**src/rtl/vga_pkg.sv**
```systemverilog
// rtl/vga_pkg.sv - shared colour types and palette for the box renderer
package vga_pkg;

    typedef struct packed {
        logic [3:0] r;
        logic [3:0] g;
        logic [3:0] b;
    } rgb_t;

    // Index 0 is the low slice: red, green, blue, white
    localparam logic [3:0][11:0] PALETTE = {12'hFFF, 12'h00F, 12'h0F0, 12'hF00};
    localparam rgb_t BACKGROUND = 12'h004;
    localparam rgb_t BLACK      = 12'h000;

    function automatic rgb_t palette_lookup(input logic [1:0] idx);
        return rgb_t'(PALETTE[idx]);
    endfunction

endpackage

```
**src/rtl/vga_box_mover.sv**
```systemverilog
// rtl/vga_box_mover.sv - frame tick detection, box motion, colour index and bounce counter
module vga_box_mover #(
    parameter int H_VISIBLE = 640,
    parameter int V_VISIBLE = 480,
    parameter int BOX_SIZE  = 32,
    parameter int STEP      = 2,
    parameter int XW        = $clog2(640) + 1,
    parameter int YW        = $clog2(480) + 1
) (
    input  logic          clk_i,
    input  logic          rst_ni,
    input  logic          vsync_i,
    input  logic          pause_i,
    output logic [XW-1:0] box_x,
    output logic [YW-1:0] box_y,
    output logic [1:0]    color_idx,
    output logic [7:0]    bounce_count
);

    localparam logic [XW-1:0] X_LIM   = XW'(H_VISIBLE);
    localparam logic [XW-1:0] X_MAX   = XW'(H_VISIBLE - BOX_SIZE);
    localparam logic [XW-1:0] X_RESET = XW'((H_VISIBLE - BOX_SIZE) / 2);
    localparam logic [XW-1:0] X_REACH = XW'(BOX_SIZE + STEP);
    localparam logic [XW-1:0] X_STEP  = XW'(STEP);
    localparam logic [YW-1:0] Y_LIM   = YW'(V_VISIBLE);
    localparam logic [YW-1:0] Y_MAX   = YW'(V_VISIBLE - BOX_SIZE);
    localparam logic [YW-1:0] Y_RESET = YW'((V_VISIBLE - BOX_SIZE) / 2);
    localparam logic [YW-1:0] Y_REACH = YW'(BOX_SIZE + STEP);
    localparam logic [YW-1:0] Y_STEP  = YW'(STEP);

    logic          vsync_q;
    logic          dir_right;
    logic          dir_down;
    logic          tick;
    logic [XW-1:0] x_next;
    logic [YW-1:0] y_next;
    logic          dir_right_next;
    logic          dir_down_next;
    logic          bounce_x;
    logic          bounce_y;

    assign tick = vsync_q & ~vsync_i;

    always_comb begin
        x_next         = box_x;
        dir_right_next = dir_right;
        bounce_x       = 1'b0;
        if (dir_right) begin
            if (box_x + X_REACH > X_LIM) begin
                x_next         = X_MAX;
                dir_right_next = 1'b0;
                bounce_x       = 1'b1;
            end else begin
                x_next = box_x + X_STEP;
            end
        end else begin
            if (box_x < X_STEP) begin
                x_next         = '0;
                dir_right_next = 1'b1;
                bounce_x       = 1'b1;
            end else begin
                x_next = box_x - X_STEP;
            end
        end
    end

    always_comb begin
        y_next        = box_y;
        dir_down_next = dir_down;
        bounce_y      = 1'b0;
        if (dir_down) begin
            if (box_y + Y_REACH > Y_LIM) begin
                y_next        = Y_MAX;
                dir_down_next = 1'b0;
                bounce_y      = 1'b1;
            end else begin
                y_next = box_y + Y_STEP;
            end
        end else begin
            if (box_y < Y_STEP) begin
                y_next        = '0;
                dir_down_next = 1'b1;
                bounce_y      = 1'b1;
            end else begin
                y_next = box_y - Y_STEP;
            end
        end
    end

    // A corner hit bounces both axes but still counts once
    always_ff @(posedge clk_i or negedge rst_ni) begin
        if (!rst_ni) begin
            vsync_q      <= 1'b1;
            box_x        <= X_RESET;
            box_y        <= Y_RESET;
            dir_right    <= 1'b1;
            dir_down     <= 1'b1;
            color_idx    <= 2'd0;
            bounce_count <= 8'd0;
        end else begin
            vsync_q <= vsync_i;
            if (tick && !pause_i) begin
                box_x     <= x_next;
                box_y     <= y_next;
                dir_right <= dir_right_next;
                dir_down  <= dir_down_next;
                if (bounce_x || bounce_y) begin
                    color_idx    <= color_idx + 2'd1;
                    bounce_count <= bounce_count + 8'd1;
                end
            end
        end
    end

endmodule

```
**src/rtl/vga_box_renderer.sv**
```systemverilog
// rtl/vga_box_renderer.sv - two-stage pixel pipeline drawing a bouncing box over a background
module vga_box_renderer
    import vga_pkg::*;
#(
    parameter int H_VISIBLE = 640,
    parameter int V_VISIBLE = 480,
    parameter int BOX_SIZE  = 32,
    parameter int STEP      = 2
) (
    input  logic                         clk_i,
    input  logic                         rst_ni,
    input  logic                         hsync_i,
    input  logic                         vsync_i,
    input  logic                         visible_i,
    input  logic [$clog2(H_VISIBLE)-1:0] position_x_i,
    input  logic [$clog2(V_VISIBLE)-1:0] position_y_i,
    input  logic                         pause_i,
    output logic [3:0]                   red_o,
    output logic [3:0]                   green_o,
    output logic [3:0]                   blue_o,
    output logic                         hsync_o,
    output logic                         vsync_o,
    output logic [7:0]                   bounce_count_o
);

    localparam int XW = $clog2(H_VISIBLE) + 1;
    localparam int YW = $clog2(V_VISIBLE) + 1;
    localparam logic [XW-1:0] X_SIZE = XW'(BOX_SIZE);
    localparam logic [YW-1:0] Y_SIZE = YW'(BOX_SIZE);

    logic [XW-1:0] box_x;
    logic [YW-1:0] box_y;
    logic [1:0]    color_idx;
    logic [XW-1:0] x_ext;
    logic [YW-1:0] y_ext;
    logic          inside_c;

    logic          vis_s1;
    logic          hs_s1;
    logic          vs_s1;
    logic          inside_s1;
    logic          hs_s2;
    logic          vs_s2;
    rgb_t          pix_s2;

    vga_box_mover #(
        .H_VISIBLE (H_VISIBLE),
        .V_VISIBLE (V_VISIBLE),
        .BOX_SIZE  (BOX_SIZE),
        .STEP      (STEP),
        .XW        (XW),
        .YW        (YW)
    ) u_mover (
        .clk_i        (clk_i),
        .rst_ni       (rst_ni),
        .vsync_i      (vsync_i),
        .pause_i      (pause_i),
        .box_x        (box_x),
        .box_y        (box_y),
        .color_idx    (color_idx),
        .bounce_count (bounce_count_o)
    );

    assign x_ext    = {1'b0, position_x_i};
    assign y_ext    = {1'b0, position_y_i};
    assign inside_c = (x_ext >= box_x) && (x_ext < box_x + X_SIZE) &&
                      (y_ext >= box_y) && (y_ext < box_y + Y_SIZE);

    always_ff @(posedge clk_i or negedge rst_ni) begin
        if (!rst_ni) begin
            vis_s1    <= 1'b0;
            hs_s1     <= 1'b1;
            vs_s1     <= 1'b1;
            inside_s1 <= 1'b0;
            hs_s2     <= 1'b1;
            vs_s2     <= 1'b1;
            pix_s2    <= BLACK;
        end else begin
            vis_s1    <= visible_i;
            hs_s1     <= hsync_i;
            vs_s1     <= vsync_i;
            inside_s1 <= inside_c;
            hs_s2     <= hs_s1;
            vs_s2     <= vs_s1;
            if (!vis_s1) begin
                pix_s2 <= BLACK;
            end else if (inside_s1) begin
                pix_s2 <= palette_lookup(color_idx);
            end else begin
                pix_s2 <= BACKGROUND;
            end
        end
    end

    assign red_o   = pix_s2.r;
    assign green_o = pix_s2.g;
    assign blue_o  = pix_s2.b;
    assign hsync_o = hs_s2;
    assign vsync_o = vs_s2;

endmodule

```
**config.mk**
```make
export PLATFORM = sky130hd
export DESIGN_NAME = vga_box_renderer
export DESIGN_NICKNAME = d
export VERILOG_FILES = /design/src/rtl/vga_pkg.sv /design/src/rtl/vga_box_mover.sv /design/src/rtl/vga_box_renderer.sv
export SDC_FILE = /design/constraint.sdc
export NUM_CORES = 1
export LEC_CHECK = 0
export ABC_AREA = 1
export CORE_ASPECT_RATIO = 1.1
export CORE_MARGIN = 4
export CORE_UTILIZATION = 45
export DETAILED_ROUTE_END_ITERATION = 8
export HOLD_SLACK_MARGIN = 0.12
export PLACE_DENSITY = 0.65
export SLEW_MARGIN = 25
export SYNTH_ARGS = -nofsm -noshare
export SYNTH_HDL_FRONTEND = slang
export SYNTH_SLANG_ARGS = --single-unit
```
**constraint.sdc**
```tcl
create_clock -name clk_i -period 4.24 [get_ports clk_i]
set_input_delay 0.424 -clock clk_i [delete_from_list [all_inputs] [get_ports clk_i]]
set_output_delay 0.424 -clock clk_i [all_outputs]
set_load 0.01 [all_outputs]
```
* After elaboration in Yosys (flattened, before gate mapping)
Index checks and enable logic that the tools add are counted.
** Word-level totals
- Bits in registers :: 51
- Bits of input ports :: 25
- Output and inout bits :: 22
- Logic and storage cells :: 63
** Operators by class
- $add $sub $neg :: 10
- $lt $le $gt $ge :: 9
- Multiplexer cells :: 20
- Bitwise gates (word level) :: 2
- Reductions and logical operators :: 7
** Operators by type and width (number)
- two-way mux 12 bit :: 3
- two-way mux 11 bit :: 3
- two-way mux 10 bit :: 3
- binary-select mux 12 bit (select 2 bit) :: 1
- adder 11 x 6 -> 11 bit, second input constant :: 2
- adder 10 x 6 -> 10 bit, second input constant :: 2
- adder 11 x 2 -> 11 bit, second input constant :: 1
- >= comparator 10 x 11 -> 1 bit :: 1
- > comparator 11 x 10 -> 1 bit, second input constant :: 1
- less-than comparator 10 x 11 -> 1 bit :: 1
- less-than comparator 11 x 2 -> 1 bit, second input constant :: 1
- subtractor 11 x 2 -> 11 bit, second input constant :: 1
- adder 10 x 2 -> 10 bit, second input constant :: 1
- >= comparator 9 x 10 -> 1 bit :: 1
- > comparator 10 x 9 -> 1 bit, second input constant :: 1
- less-than comparator 10 x 2 -> 1 bit, second input constant :: 1
- less-than comparator 9 x 10 -> 1 bit :: 1
- two-way mux 1 bit :: 10
- subtractor 10 x 2 -> 10 bit, second input constant :: 1
- adder 8 x 1 -> 8 bit, second input constant :: 1
- logical AND 1 bit :: 4
- less-than comparator 2 x 3 -> 1 bit, second input constant :: 1
- adder 2 x 1 -> 2 bit, second input constant :: 1
- AND reduction 2 bit :: 1
- 4 further kinds :: 4

* Longest topological paths before layout
- Depth in word-level cells :: 6
- Mapped depth :: 17
- Depth with buffers taken out :: 17

* Modules after synthesis
From an unflattened synthesis, not the netlist that was laid out.
** Unflattened totals
- Cells, all modules :: 520
- Area total of the unflattened synthesis :: 3806.2 µm²
** By module, submodules not included
- vga_box_mover :: instances 1, cells an instance 338, area each 2507.4 µm², seq. area each 812.0 µm²
- vga_box_renderer :: instances 1, cells an instance 182, area each 1298.7 µm², seq. area each 255.2 µm²

* Worst setup path after synthesis
Ideal clock, no wire load.
- Path kind :: reg-to-reg
- Start point :: reg u_mover.box_y[5]
- End point :: reg u_mover.bounce_count[2]
- Arrival :: 1.927 ns
- Required time :: 4.123 ns
- Slack :: 2.196 ns
- Cell stages (with the launch flop) :: 13
- Buffers on the path :: 1
- Clock period less this slack :: 2.044 ns
- Path through :: dfstp_2 > inv_1 > ha_1 > nand4_1 > o21ai_1 > nand2_1 > xor2_1 > nand3_2 > nand2_4 > nand2_4 > buf_6 > nand3_1 > nand2_1
** Between the ends
- Cells in the longest elaborated chain, start to end :: 6
** Ends and longest elaborated chain
- from (decl) :: line vga_box_mover.sv:15 : output logic [YW-1:0] box_y,
- from (signal assigned) :: line vga_box_mover.sv:104 : box_y <= y_next;
- adder 10 x 6 -> 10 bit :: line vga_box_mover.sv:72 : if (box_y + Y_REACH > Y_LIM) begin
- > comparator 10 x 9 -> 1 bit :: line vga_box_mover.sv:72
- two-way mux 1 bit :: line vga_box_mover.sv:72
- two-way mux 1 bit * :: line vga_box_mover.sv:71 : if (dir_down) begin
- logical OR 1 bit * :: line vga_box_mover.sv:107 : if (bounce_x || bounce_y) begin
- AND reduction 2 bit (no source line) *
- to (signal assigned) :: line vga_box_mover.sv:109 : bounce_count <= bounce_count + 8'd1;
- to (decl) :: line vga_box_mover.sv:17 : output logic [7:0] bounce_count
Mark *: on every way between the ends. The rest lies on a longest branch, timed or not.
A chain may end at the register's enable or synchronous reset.

* Final worst setup path
- Start point :: reg u_mover.box_y[5]
- End point :: reg u_mover.bounce_count[1]
The elaborated chain is that of the path after synthesis.

==> results by group <==
Outcome
  – Status: finished clean

Die
  – Rows: 34
  – Die width: 93.4 um
  – Initial Utilization: 45.9%
  – IO Count: 47
  – Core Box Area: 7870 sq um
  – Vert. Die Dim: 102 um
  – Die area: 9520 sq um

Routing
  – ANT nets after route: 0
  – Drt first pass iters: 4
  – Iteration-0 DRC Markers: 107
  – Routed wire per std cell: 12.5 um
  – Vias/cell: 5.01
  – Total number of vias: 3112
  – WL final: 7780 um
  – Drc violations: 0

STA
  – Max-slew headroom: 64.6%
  – Worst Tran Pin Value: 531 ps
  – Fin crit share: 55.8%
  – Clock skew: 5.60 ps
  – Minimum clock period: 2360 ps
  – Setup violators final: 0
  – RSZ-0062 raised after global routing: false
  – Setup Total Neg Slack: 0 ps
  – Fmax: 423 MHz
  – Final worst setup slack: 1880 ps
  – Final Hold Viols: 0
  – Final Max Slew Viols: 0

Worst setup path
  – Reg2reg end: u_mover.bounce_count[1]
  – Worst-path fanout max: 11
  – Crit path DAT: 2600 ps
  – Worst Setup End Kind: register
  – RR Startpoint: u_mover.box_y[5]
  – Crit path launch type: register
  – CP required: 4480 ps
  – Cells on worst reg2reg path: 12
  – Critical setup path kind: reg2reg
  – Reg2Reg Setup Slack: 1880 ps

Synthesis
  – Register area share after synthesis: 28.8%
  – Post-synthesis average cell area: 7.49 sq um
  – Synth Area in Simple Gates: 27.8%
  – Yosys top cell by area: dfrtp_1
  – Compound-cell area share of the yosys netlist: 10.5%
  – Post-synthesis mux area share: 0%
  – Top post-synthesis cells by area: dfrtp_1 (20%), ha_1 (13%), nand2_1 (11%)
  – Synth warnings: 0
  – Largest family of logic cells by synthesized area: simple AND/OR/NAND/NOR gates
  – XOR/XNOR Fraction of Synth Area: 9.67%
  – Post-synthesis instance total: 482
  – Mapped Nets: 544
  – Synth Area in Adders: 12.8%
  – Share of Yosys cell area claimed by the top area cell type: 20.1%
  – Unique masters post-synth: 42
  – #FFs+latches synth: 41
  – Mapped cell area: 3610 sq um

Global route
  – Largest net degree at the start of global routing: 42
  – First-pass GRT wire length: 13300 um
  – Initial antenna violation count: 0
  – Vias in the first global route: 2977
  – Global route overflow: 0
  – All-Layer GR Usage: 17.1%

Clock tree
  – Clock-pin slew on the worst setup and hold paths: 90 ps
  – CTS Root Cell: clkbuf_8
  – Postcts setup bufs: 0
  – H-tree level count: 2
  – Post-cts resize count: 0
  – Number of CTS-inserted buffers: 5
  – Max Buffers Root-to-Sink: 2
  – Clock Sinks: 41
  – # hold bufs at CTS: 0
  – Worst skew pair latency: 290 ps
  – CTS tree: done

Finish
  – N_diodes: 0
  – Layout Nets: 574
  – Layout cells sized above 1: 8.38%
  – Synth-to-layout area growth: 15.6%

Pwr
  – VDD IR max: 0.229 mV
  – Lkg Pwr: 2.03 nW
  – Pwr dens: 578 nW/um^2
  – Tot Pwr: 2.41 mW

Place
  – GPL Wtd Cong: 0.876
  – IO buf count: 44
  – Worst slack at placement: 1900 ps
  – Final HPWL DP: 6160 um

Worst hold path
  – Min-delay worst type: in2async

Job
  – Maxcap violations: 0
report_power, final:
part	switching (mW)	total [mW]	internal [mW]
logic	0.772	1.28	0.512
clock network	0.145	0.382	0.237
registers	0.215	0.744	0.530
total	1.13	2.41	1.28
state kept, by name, indices dropped and copies added (netlist names), 2 cells and up:
register	count
u_mover.box_x	10
u_mover.box_y	9
u_mover.bounce_count	8
blue_o	2
u_mover.color_idx	2
Yosys cell counts, drive strengths merged:
master	number
o21ai	27
or2	1
a21oi	17
dfrtp	29
inv	56
nand3b	1
buf	15
nor4	2
clkinv	1
a211oi	3
o31ai	1
o211ai	3
o21a	1
nor2	51
o22ai	2
xnor2	6
a22oi	6
xor2	33
a21boi	1
o2111ai	3
a31oi	1
nand2	114
ha	37
nand4	9
clkbuf	7
nor3	9
nand3	34
dfstp	12
metrics by stage:
| stage | util, % | hold WS (ps) | instance area (sq um) | std cells |
|---|---|---|---|---|
| CTS | 53.0 | 293 | 4170 | 621 |
| global placement | 51.3 | 347 | 4030 | 613 |
| finish | 53.0 | 102 | 4170 | 621 |
| global route | 53.0 | 134 | 4170 | 621 |
| floorplan | - | 128 | 3610 | 482 |
| detailed placement | 51.3 | 349 | 4030 | 613 |
layer usage:
metal	routed length, um	share of wire (%)	track usage [%]
met1	3510	45	21.4
met2	3910	50	30.6
met3	253	3.3	2.21
met4	101	1.3	5.19
met5	0	0	0
cell type report:
class | count | area [sq um]
fillers | 734 | 3700
multi-input cells | 362 | 2200
flip-flops and latches | 41 | 1040
repair buffers | 45 | 445
inverters | 57 | 214
well taps | 108 | 135
clock buffers | 5 | 68.8
clock inverters | 3 | 68.8
critical path, cell delays in order (launching register included):
cell	delay, ps
dfstp_2	620
inv_1	170
ha_1	240
nand4_1	120
o21ai_1	90
nand2_1	80
xor2_1	210
nand3_2	260
nand2_4	140
nand2_4	110
nand2_4	140
nand2_1	70
nand2_1	60
logic make-up (layout without fill, tap and decap cells):
kind of cell	count (synthesis)	after routing
simple gates	221	221
buf+inv	79	110
compound gates	65	65
flops	41	41
xor+xnor	39	39
fa+ha+maj	37	37
cells in the final DEF, fill, tap and decap left out, drive strengths merged, types with 2 or more instances in the layout:
master / count
clkbuf: 5
dfrtp: 29
a22oi: 6
o21ai: 27
nand4: 9
o211ai: 3
nand3: 34
xnor2: 6
nor3: 9
a21oi: 17
o22ai: 2
buf: 2
clkdlybuf4s50: 43
nor4: 2
xor2: 33
bufinv: 2
nand2: 114
inv: 57
ha: 37
nor2: 51
o2111ai: 3
a211oi: 3
dfstp: 12
worst max path at each step:
stage / cells after the start / slack (ps) / endpoint / from
after floorplan: 12 / 2200 / u_mover.bounce_count[2] / u_mover.box_y[5]
after global placement: 12 / 1930 / u_mover.bounce_count[7] / u_mover.box_y[5]
after detailed placement: 12 / 1900 / u_mover.bounce_count[1] / u_mover.box_y[5]
after CTS: 12 / 1880 / u_mover.bounce_count[1] / u_mover.box_y[5]
after global routing: 11 / 1670 / inside_s1 / u_mover.box_x[5]
final: 12 / 1880 / u_mover.bounce_count[1] / u_mover.box_y[5]
No activity file was read; power rests on OpenSTA's default activity.
==> RTL change 1: new RTL, same flow settings <==
`V_VISIBLE` is set to 480 in 2 places; all go to 240.
--- a/src/rtl/vga_box_mover.sv
+++ b/src/rtl/vga_box_mover.sv
@@ -2,5 +2,5 @@
 module vga_box_mover #(
     parameter int H_VISIBLE = 640,
-    parameter int V_VISIBLE = 480,
+    parameter int V_VISIBLE = 240,
     parameter int BOX_SIZE  = 32,
     parameter int STEP      = 2,
--- a/src/rtl/vga_box_renderer.sv
+++ b/src/rtl/vga_box_renderer.sv
@@ -4,5 +4,5 @@
 #(
     parameter int H_VISIBLE = 640,
-    parameter int V_VISIBLE = 480,
+    parameter int V_VISIBLE = 240,
     parameter int BOX_SIZE  = 32,
     parameter int STEP      = 2
Interface: changed (resized position_y_i); port bits go from 47 to 46. The function was not compared with the original's and may differ.
==> RTL change 1 against the original RTL <==
- maximum frequency is 0.41% higher
- routed wire length is 3.2% lower
- total power is 7.9% higher
- synthesized area is 3.6% lower
- cell count is 6.3% lower
- worst hold slack better by 0.14 ns
- die area is 3.3% lower
- worst setup slack better by 0.0097 ns
- sequential cell count is 1 lower
- design area is 3.4% lower
- core utilization is 0.92 points higher
- critical endpoint is now u_mover.box_y[4]
- highest routed layer unchanged
==> RTL change 1: results (changes against the original RTL) <==
[status]
run_status=finished clean  ; unchanged

[placement]
port_buffers=43  ; was 44
instance_area_at_placement_um2=3920  ; was 4030 um2
place.detailed.hpwl_mm=5.80  ; was 6.16 mm
gpl.final_weighted_congestion=0.902  ; was 0.876

[yosys]
synth.net_count=501  ; was 544
netlist_instances=442  ; was 482
number_of_distinct_library_cells_after_synthesis=44  ; was 42
ys_top_cells_by_count=sky130_fd_sc_hd__nand2_1, sky130_fd_sc_hd__inv_1, sky130_fd_sc_hd__nor2_1, sky130_fd_sc_hd__ha_1, sky130_fd_sc_hd__dfrtp_1  ; was sky130_fd_sc_hd__nand2_1, sky130_fd_sc_hd__inv_1, sky130_fd_sc_hd__nor2_1, sky130_fd_sc_hd__ha_1, sky130_fd_sc_hd__xor2_1
synth_sequential_area_ratio_pct=29.2  ; was 28.8%
synth_compound_area_share_pct=10.9  ; was 10.5%

[global_route]
number_of_global_route_vias_before_repair=2930  ; was 2977
grt_max_degree=41  ; was 42
first_pass_grt_wire_length_mm=13.0  ; was 13.3 mm

[finish]
stdcell_count=582  ; was 621
reg.largest.list=u_mover.box_x x10, u_mover.bounce_count x8, u_mover.box_y x8  ; was u_mover.box_x x10, u_mover.box_y x9, u_mover.bounce_count x8
num-nets-final=535  ; was 574
layout-drive-gt1-share_pct=13.2  ; was 8.38%

[power]
clk-power_w=0.000325  ; was 0.000382 W
swShare_pct=50.3  ; was 47.0%
cell_internal_pwr_w=0.00129  ; was 0.00128 W
p_leak_nw=1.89  ; was 2.03 nW
vdd_drop_max_mv=0.289  ; was 0.229 mV

[setup_path]
cpMaxStageDelayCell=sky130_fd_sc_hd__clkinv_1  ; was sky130_fd_sc_hd__dfstp_2
worst_path_max_stage_delay_ns=0.50  ; was 0.62 ns
critPathMaxFanout=31  ; was 11

[route]
routed_via_density=5.13  ; was 5.01
iter_0_drt_violations=142  ; was 107

[timing]
timing.max_slew.rel_slack_pct=40.5  ; was 64.6%
fmax_ghz=0.425  ; was 0.423 GHz
timing.clock.skew_ns=0.00976  ; was 0.00560 ns

[clocking]
numClockSinks=40  ; was 41

==> RTL change 1: cell types whose count changed after synthesis, sizes merged, moves of 2 or more <==
cell | before | now
xor2 | 33 | 26
ha | 37 | 35
a211oi | 3 | 1
nor3 | 9 | 6
nor2 | 51 | 38
inv | 56 | 46
a21oi | 17 | 20
clkbuf | 7 | 3
clkinv | 1 | 3
==> RTL change 1: cell families after synthesis <==
family,Yosys count
buf+inv,66
xor+xnor,33
fa+ha+maj,35
flops,40
compound gates,66
simple gates,202
==> RTL change 1: worst paths after layout <==
path | startpoint | end | slack [ns] | depth (start not counted)
setup / recovery | vsync_i | u_mover.box_y[4] | 1.89 | 7
hold / removal | rst_ni | green_o[2] | 0.24 | 1
setup reg to reg | u_mover.box_x[1] | u_mover.bounce_count[4] | 1.95 | 17
hold reg to reg | hs_s1 | hsync_o | 0.36 | 0
max in group asynchronous | rst_ni | u_mover.box_x[9] | 3.43 | 1
min in group clk_i | hs_s1 | hsync_o | 0.36 | 0
==> RTL change 1: per-layer routing <==
| layer | wire [um] | GRT usage [%] | up-vias |
|---|---|---|---|
| li1 | - | - | 1517 |
| met1 | 3510 | 22.5 | 1386 |
| met2 | 3570 | 29.5 | 76 |
| met3 | 394 | 2.77 | 5 |
| met4 | 56 | 4.57 | 0 |
| met5 | 0 | 0 | - |
==> RTL change 1: layout make-up <==
class	count	area (um2)
Clock buffer	5	68.8
Clock inverter	3	46.3
Fill cell	727	3440
Inverter	49	186
Multi-Input combinational cell	336	2150
Sequential cell	40	1020
Tap cell	105	131
Timing Repair Buffer	44	433
==> RTL change 1: critical path, delay by kind of cell <==
kind,cells,cell delay [ns]
buf+inv,3,1.32
compound gates,3,0.64
simple gates,1,0.18
==> RTL change 2: new RTL, same settings <==
Without the edit above. Reset style: synchronous (`rst_ni`), changed in 2 clocked blocks.
--- a/src/rtl/vga_box_mover.sv
+++ b/src/rtl/vga_box_mover.sv
@@ -89,5 +89,5 @@
 
     // A corner hit bounces both axes but still counts once
-    always_ff @(posedge clk_i or negedge rst_ni) begin
+    always_ff @(posedge clk_i) begin
         if (!rst_ni) begin
             vsync_q      <= 1'b1;
--- a/src/rtl/vga_box_renderer.sv
+++ b/src/rtl/vga_box_renderer.sv
@@ -67,5 +67,5 @@
                       (y_ext >= box_y) && (y_ext < box_y + Y_SIZE);
 
-    always_ff @(posedge clk_i or negedge rst_ni) begin
+    always_ff @(posedge clk_i) begin
         if (!rst_ni) begin
             vis_s1    <= 1'b0;
Function: differs if rst_ni is asserted again (counterexample within 4 cycles, from zero or initial values and one cycle with rst_ni low); with rst_ni held inactive, the same outputs for 10 cycles.
==> RTL change 2 against the original RTL <==
- worst hold slack better by 0.32 ns
- design area hardly changed
- routed wire length up 9.9%
- sequential cell count unchanged
- synthesized area is essentially flat
- worst setup slack got worse by 0.18 ns
- critical path depth unchanged
Power is not compared: it rests on default switching activity, and its combinational part moved more than twofold at a synthesized area within 25%.
==> RTL change 2: results (changes against the original RTL) <==
[status]
run_status=finished clean  ; unchanged

[finish]
layout-area-overhead-vs-synth_pct=15.5  ; was 15.6%
num-nets-final=612  ; was 574
n_fill_cell=779  ; was 734
layout-drive-gt1-share_pct=11.1  ; was 8.38%
stdcell_count=659  ; was 621

[global_route]
antenna_found_initial=0  ; unchanged
groute.usage.overall_pct=18.5  ; was 17.1%
first_pass_grt_wire_length_mm=14.4  ; was 13.3 mm
number_of_global_route_vias_before_repair=3189  ; was 2977

[route]
drt-total-wl_mm=8.55  ; was 7.78 mm
iter_0_drt_violations=131  ; was 107
dr_total_vias=3342  ; was 3112

[placement]
place.detailed.hpwl_mm=6.59  ; was 6.16 mm
gpl.final_weighted_congestion=0.931  ; was 0.876
placed_cells=651  ; was 613

[timing]
timing.clock.skew_ns=0.00742  ; was 0.00560 ns
timing.max_slew.rel_slack_pct=64.4  ; was 64.6%

[setup_path]
worst_path_max_stage_delay_ns=0.59  ; was 0.62 ns
cpMaxStageDelayCell=sky130_fd_sc_hd__dfxtp_1  ; was sky130_fd_sc_hd__dfstp_2
crit_arrival_ns=2.74  ; was 2.60 ns
critPathMaxFanout=20  ; was 11

[yosys]
synth_sequential_area_ratio_pct=22.7  ; was 28.8%
synth.area.top_cells=sky130_fd_sc_hd__dfxtp_1, sky130_fd_sc_hd__ha_1, sky130_fd_sc_hd__nand2_1  ; was sky130_fd_sc_hd__dfrtp_1, sky130_fd_sc_hd__ha_1, sky130_fd_sc_hd__nand2_1
main_synth_ff_type=sky130_fd_sc_hd__dfxtp_1  ; was sky130_fd_sc_hd__dfrtp_1
syn-mean-instance-area_um2=6.91  ; was 7.49 um2
synth-async-reset-ratio_pct=0  ; was 100%

-- RTL change 2: cell count changes after synthesis, sizes merged, moves of 5 or more --
cell   change
dfxtp     +41
xor2      -12
a21oi     +22
nand3     +13
a22oi      -6
buf        +6
dfstp     -12
dfrtp     -29
nor2      +13
nand4      -5
-- RTL change 2: per-layer routing --
metal	track usage, %	up-vias	wire length (um)
met5	0	-	0
met4	3.83	0	85
met3	2.95	9	344
met2	33.9	62	4340
met1	22.9	1502	3780
li1	-	1769	-
-- RTL change 2: cell families (layout without fill, tap and decap cells) --
| kind of cell | after synthesis | in the layout | share of synthesized area (%) |
|---|---|---|---|
| xor gates and xnor gates | 25 | 25 | 6.06 |
| DFF | 41 | 41 | 22.7 |
| muxes | 1 | 1 | 0.277 |
| and+or+nand+nor | 245 | 245 | 33.1 |
| adders and majority gates | 37 | 37 | 12.8 |
| buffers and inverters | 83 | 111 | 10.8 |
| AOI/OAI and AO/OA | 91 | 91 | 14.2 |
-- RTL change 2: layout make-up --
cell class / instances / area share, %
Clock buffer: 5 / 1.65
Clock inverter: 3 / 1.65
Tap cell: 108 / 3.24
Sequential cell: 41 / 19.7
Multi-Input combinational cell: 399 / 57.7
Timing Repair Buffer: 46 / 10.9
Inverter: 57 / 5.13
-- RTL change 2: worst paths after layout --
kind	end	slack [ns]	cells past startpoint
worst min register to register	hsync_o	0.42	1
worst max-delay path	u_mover.bounce_count[1]	1.70	12
worst min-delay path	hsync_o	0.42	1
worst max register to register	u_mover.bounce_count[1]	1.70	12
-- RTL change 2: metrics by stage --
step,total power (W),setup WS [ns]
finish,0.00111,1.70
global route,0.00117,1.50
CTS,0.00111,1.70
detailed placement,0.000727,1.72
global placement,0.000720,1.74
floorplan,0.000655,2.26
